$ cat src/rtl/shift_iter_unit_pkg.sv
// Shared constants and types for the iterative shift unit.
package shift_iter_unit_pkg;

  localparam int unsigned WIDTH   = 32;
  localparam int unsigned SHAMT_W = 5;
  localparam int unsigned K_W     = 3;

  localparam logic [1:0] OP_SLL = 2'b00;
  localparam logic [1:0] OP_SRL = 2'b01;
  localparam logic [1:0] OP_SRA = 2'b10;
  localparam logic [1:0] OP_RSV = 2'b11;

  localparam logic [K_W-1:0] K_FIRST = 3'd4;

  typedef enum logic [1:0] {
    ST_IDLE  = 2'b00,
    ST_SHIFT = 2'b01,
    ST_DONE  = 2'b10
  } state_e;

endpackage

$ cat src/rtl/shift_stage_mux.sv
// Fixed-distance shift stages (16/8/4/2/1) and the per-cycle selector.
module shift_stage_mux
  import shift_iter_unit_pkg::*;
(
  input  logic [WIDTH-1:0] acc_i,
  input  logic [K_W-1:0]   k_i,
  input  logic [1:0]       op_i,
  input  logic             en_i,
  output logic [WIDTH-1:0] acc_o
);

  logic [WIDTH-1:0] sll, srl, sra;

  always_comb begin
    sll = acc_i;
    srl = acc_i;
    sra = acc_i;
    case (k_i)
      3'd4: begin
        sll = acc_i << 16;
        srl = acc_i >> 16;
        sra = $signed(acc_i) >>> 16;
      end
      3'd3: begin
        sll = acc_i << 8;
        srl = acc_i >> 8;
        sra = $signed(acc_i) >>> 8;
      end
      3'd2: begin
        sll = acc_i << 4;
        srl = acc_i >> 4;
        sra = $signed(acc_i) >>> 4;
      end
      3'd1: begin
        sll = acc_i << 2;
        srl = acc_i >> 2;
        sra = $signed(acc_i) >>> 2;
      end
      3'd0: begin
        sll = acc_i << 1;
        srl = acc_i >> 1;
        sra = $signed(acc_i) >>> 1;
      end
      default: ;
    endcase
  end

  always_comb begin
    acc_o = acc_i;
    if (en_i) begin
      case (op_i)
        OP_SLL:  acc_o = sll;
        OP_SRL:  acc_o = srl;
        OP_SRA:  acc_o = sra;
        default: acc_o = acc_i;  // reserved op passes through
      endcase
    end
  end

endmodule

$ cat src/rtl/shift_iter_unit.sv
// Multi-cycle 32-bit shifter: one power-of-two distance per cycle, MSB first,
// always five SHIFT cycles, valid/ready on both sides.
module shift_iter_unit
  import shift_iter_unit_pkg::*;
(
  input  logic               clock,
  input  logic               reset,
  input  logic               in_valid,
  output logic               in_ready,
  input  logic [WIDTH-1:0]   data_in,
  input  logic [SHAMT_W-1:0] shamt,
  input  logic [1:0]         op,
  output logic               out_valid,
  input  logic               out_ready,
  output logic [WIDTH-1:0]   data_out,
  output logic               busy
);

  state_e             state_q, state_d;
  logic [WIDTH-1:0]   acc_q, acc_d;
  logic [WIDTH-1:0]   data_out_q, data_out_d;
  logic [SHAMT_W-1:0] shamt_q, shamt_d;
  logic [1:0]         op_q, op_d;
  logic [K_W-1:0]     k_q, k_d;
  logic [WIDTH-1:0]   stage_out;

  shift_stage_mux u_stage_mux (
    .acc_i (acc_q),
    .k_i   (k_q),
    .op_i  (op_q),
    .en_i  (shamt_q[k_q]),
    .acc_o (stage_out)
  );

  always_comb begin
    state_d    = state_q;
    acc_d      = acc_q;
    data_out_d = data_out_q;
    shamt_d    = shamt_q;
    op_d       = op_q;
    k_d        = k_q;
    case (state_q)
      ST_IDLE: begin
        if (in_valid) begin
          acc_d   = data_in;
          shamt_d = shamt;
          op_d    = op;
          k_d     = K_FIRST;
          state_d = ST_SHIFT;
        end
      end
      ST_SHIFT: begin
        acc_d = stage_out;
        if (k_q == '0) begin
          data_out_d = stage_out;
          state_d    = ST_DONE;
        end else begin
          k_d = k_q - 3'd1;
        end
      end
      ST_DONE: begin
        if (out_ready) state_d = ST_IDLE;
      end
      default: state_d = ST_IDLE;
    endcase
  end

  always_ff @(posedge clock) begin
    if (!reset) begin
      state_q    <= ST_IDLE;
      acc_q      <= '0;
      data_out_q <= '0;
      shamt_q    <= '0;
      op_q       <= '0;
      k_q        <= '0;
    end else begin
      state_q    <= state_d;
      acc_q      <= acc_d;
      data_out_q <= data_out_d;
      shamt_q    <= shamt_d;
      op_q       <= op_d;
      k_q        <= k_d;
    end
  end

  assign in_ready  = (state_q == ST_IDLE);
  assign out_valid = (state_q == ST_DONE);
  assign busy      = (state_q == ST_SHIFT) || (state_q == ST_DONE);
  assign data_out  = data_out_q;

endmodule

$ cat config.mk
export PLATFORM = sky130hd
export DESIGN_NAME = shift_iter_unit
export DESIGN_NICKNAME = d
export VERILOG_FILES = /design/src/rtl/shift_iter_unit_pkg.sv /design/src/rtl/shift_stage_mux.sv /design/src/rtl/shift_iter_unit.sv
export SDC_FILE = /design/constraint.sdc
export NUM_CORES = 1
export LEC_CHECK = 0
export BUFFER_PORTS_ARGS = -buffer_cell sky130_fd_sc_hd__clkbuf_2
export CAP_MARGIN = 20
export CELL_PAD_IN_SITES_DETAIL_PLACEMENT = 1
export CELL_PAD_IN_SITES_GLOBAL_PLACEMENT = 2
export CORE_MARGIN = 1.5
export CORE_UTILIZATION = 36
export CTS_CLUSTER_SIZE = 28
export DETAILED_ROUTE_END_ITERATION = 10
export HOLD_SLACK_MARGIN = 0.15
export MAX_ROUTING_LAYER = met4
export PLACE_DENSITY = 0.95
export SETUP_SLACK_MARGIN = 0.5
export SLEW_MARGIN = 20
export SYNTH_ARGS = -nofsm -noshare
export SYNTH_HDL_FRONTEND = slang
export SYNTH_SLANG_ARGS = --single-unit
$ cat constraint.sdc
create_clock -name clock -period 4.27 [get_ports clock]
set_input_delay 1.281 -clock clock [delete_from_list [all_inputs] [get_ports clock]]
set_output_delay 1.281 -clock clock [all_outputs]
set_load 0.02 [all_outputs]
==> impl_metrics.env <==
export IMPL_max_slew_margin_rel_pct=26.6
export IMPL_hold_path_depth=2
export IMPL_coreArea_mm2=0.0147
export IMPL_slew_violations=0
export IMPL_path_cells="ha_1, buf_4, nand2_1, a41o_1, a2111oi_0, a222oi_1, nor2_1"
export IMPL_final_core_util_pct=41.1
export IMPL_async_flop_share_pct=0
export IMPL_ir_drop_mv=0.239
export IMPL_period_share_pct=76.4
export IMPL_ios=78
export IMPL_p_leak_nw=2.12
export IMPL_cts_resized=0
export IMPL_r2r_end="acc_q[0]"
export IMPL_io_buffer_count=77
export IMPL_post_cts_repair_setup_buffers=0
export IMPL_finalCriticalPeriod_ns=3.26
export IMPL_wl_per_cell_um=24.9
export IMPL_nets=777
export IMPL_final_cell_mix="nand2_1, clkbuf_2, dfxtp_1, a22oi_1, o21ai_0"
export IMPL_dp_hpwl_mm=15.9
export IMPL_dr_pass1_iters=9
export IMPL_insertion_delay_ns=0.35
export IMPL_finalSetupViolations=0
export IMPL_drc_errors=0
export IMPL_rows=44
export IMPL_critPathMaxStageDelay_ns=0.88
export IMPL_final_area_mm2=0.00604
export IMPL_final_common_cell="nand2_1"
export IMPL_crit_buf_inv=1
export IMPL_r2r_slack_ns=1.01
export IMPL_cts_max_path_buffers=2
export IMPL_drive_gt1_share_pct=17.5
export IMPL_dieArea_mm2=0.0159
export IMPL_antenna_found_initial=0
export IMPL_hold_viol=0
export IMPL_syn_inst=725
export IMPL_grt_pass1_wl_mm=35.4
export IMPL_synthFlopType="dfxtp_1"
export IMPL_arrival_ns=3.53
export IMPL_reg2reg_depth=7
export IMPL_max_freq_mhz=307
export IMPL_start_util_pct=37.2
export IMPL_cp_slowest_cell="a2111oi_0"
export IMPL_crit_family="compound AO/OA/AOI/OAI gates"
export IMPL_crit_type="reg2reg"
export IMPL_setup_tns_ns=0
export IMPL_placed_cell_area_mm2=0.00574
export IMPL_synth_seq_cells=76
export IMPL_cts_tree="done"
export IMPL_drv_cap=0
export IMPL_syn_num_nets=776
export IMPL_ys_warn_count=0
export IMPL_rsz0062_at_grt="false"
export IMPL_finalClockSkew_ns=0.0149
export IMPL_ys_seq_area_share_pct=27.9
export IMPL_syn_cell_area_mm2=0.00546
export IMPL_diodes=0
export IMPL_worstHoldStart="data_out[17]"
export IMPL_critPathCaptureType="flop"
export IMPL_grt_util_all_layers_pct=29.1
export IMPL_postSynthAreaPerCell_um2=7.53
export IMPL_cts_root_buf="clkbuf_16"
export IMPL_cp_required_ns=4.54
export IMPL_overflow=0
export IMPL_power_density_mw_per_mm2=737
export IMPL_die_y_um=126
export IMPL_first_iter_violations=1200
export IMPL_yosys_cell_types_count=70
export IMPL_status="finished clean"
export IMPL_synth_edf_count=0
export IMPL_ant_nets=0
export IMPL_dieWidth_um=126
export IMPL_grt_pass1_vias=6064
export IMPL_grt_max_degree=44
export IMPL_cts_buffers=9
export IMPL_drt_wl_total_mm=22.8
export IMPL_tightest_slew_ns=1.09
export IMPL_start_kind="flop"
export IMPL_via_per_inst=6.94
export IMPL_whs_endpoint="data_out[17]"
export IMPL_htree_levels=3
export IMPL_r2r_start="k_q[1]"
export IMPL_holdBufCountCts=0
export IMPL_cts_num_sinks=76
export IMPL_vias=6353
export IMPL_place_congestion=0.997
export IMPL_clk_pin_slew_worst_paths_ns=0.07
export IMPL_area_growth_syn_to_layout_pct=10.5
export IMPL_crit_path_max_fanout=36
export IMPL_min_path_type="reg2reg"
Yosys cell counts, types with 6 or more instances:
cell      number  share of area [%]
a21oi_1       35                3.2
a221oi_1      10                1.6
a222oi_1      31                5.7
a22o_1         6               0.96
a22oi_1       47                6.5
a311oi_1       8                1.3
a31oi_1       20                2.3
buf_1         11               0.76
buf_2         20                1.8
clkbuf_1      61                4.2
dfxtp_1       76                 28
ha_1           8                1.8
inv_1         13               0.89
mux2i_1       21                3.8
nand2_1      104                7.1
nand3_1       35                3.2
nand4_1       17                1.9
nor2_1        40                2.7
nor3_1         8               0.73
o211ai_1       6               0.82
o21ai_0       40                3.7
o31ai_1        6               0.82
or3_1          7               0.80
power breakdown:
group	switching, mW	leakage [nW]	internal [mW]
clock network	0.319	0.147	0.453
logic	1.55	1.35	0.807
registers	0.409	0.621	0.904
how the worst max path moves through the flow:
stage / from / end / slack [ns] / cells after the start
finish: k_q[1] / acc_q[0] / 1.01 / 7
floorplan: in_valid / acc_q[10] / 1.78 / 6
global placement: in_valid / acc_q[2] / 1.07 / 6
CTS: k_q[1] / acc_q[0] / 1.16 / 7
global route: k_q[0] / data_out[30] / 0.88 / 7
detailed placement: in_valid / acc_q[5] / 0.92 / 6
metrics by stage:
step	hold WS, ns	power (mW)	std cells	worst slack, ns
3_3_place_gp	0.445	3.50	899	1.07
5_1_grt	0.501	4.66	915	0.884
2_1_floorplan	0.432	2.86	725	1.78
6_report	0.474	4.45	915	1.01
4_1_cts	0.480	4.36	915	1.16
3_5_place_dp	0.467	3.58	899	0.918
flip-flops by register name, indices dropped and copies added (netlist names):
name and flops:
acc_q 32, shamt_q 5, data_out 32, k_q 3, op_q 2, state_q 2
worst min-delay path: cells and delay by family (launching register included):
family	cells	cell delay [ns]
AOI/OAI and AO/OA	1	0.06
and+or+nand+nor	1	0.06
DFF	1	0.32
per-layer routing:
metal | GRT usage [%] | up-vias | routed length (µm)
li1 | - | 2772 | -
met1 | 40.0 | 3130 | 9650
met2 | 43.6 | 395 | 10200
met3 | 3.78 | 56 | 2280
met4 | 10.5 | 0 | 667
met5 | - | - | 0
final cells by class:
class / count / area [µm²]
Clock buffer: 10 / 229
Clock inverter: 6 / 62.6
Fill cell: 1818 / 8660
Inverter: 14 / 52.6
Multi-Input combinational cell: 535 / 3460
Sequential cell: 76 / 1520
Tap cell: 184 / 230
Timing Repair Buffer: 90 / 483
logic make-up after synthesis:
| kind of cell | count (synthesis) | share of synthesized area (%) |
|---|---|---|
| AOI/OAI and AO/OA | 262 | 35.7 |
| and+or+nand+nor | 239 | 20.5 |
| buffers and inverters | 114 | 9.07 |
| DFF | 76 | 27.9 |
| muxes | 25 | 4.88 |
| adders and majority gates | 8 | 1.83 |
| xor gates and xnor gates | 1 | 0.160 |
No activity file was read; power rests on OpenSTA's default activity.
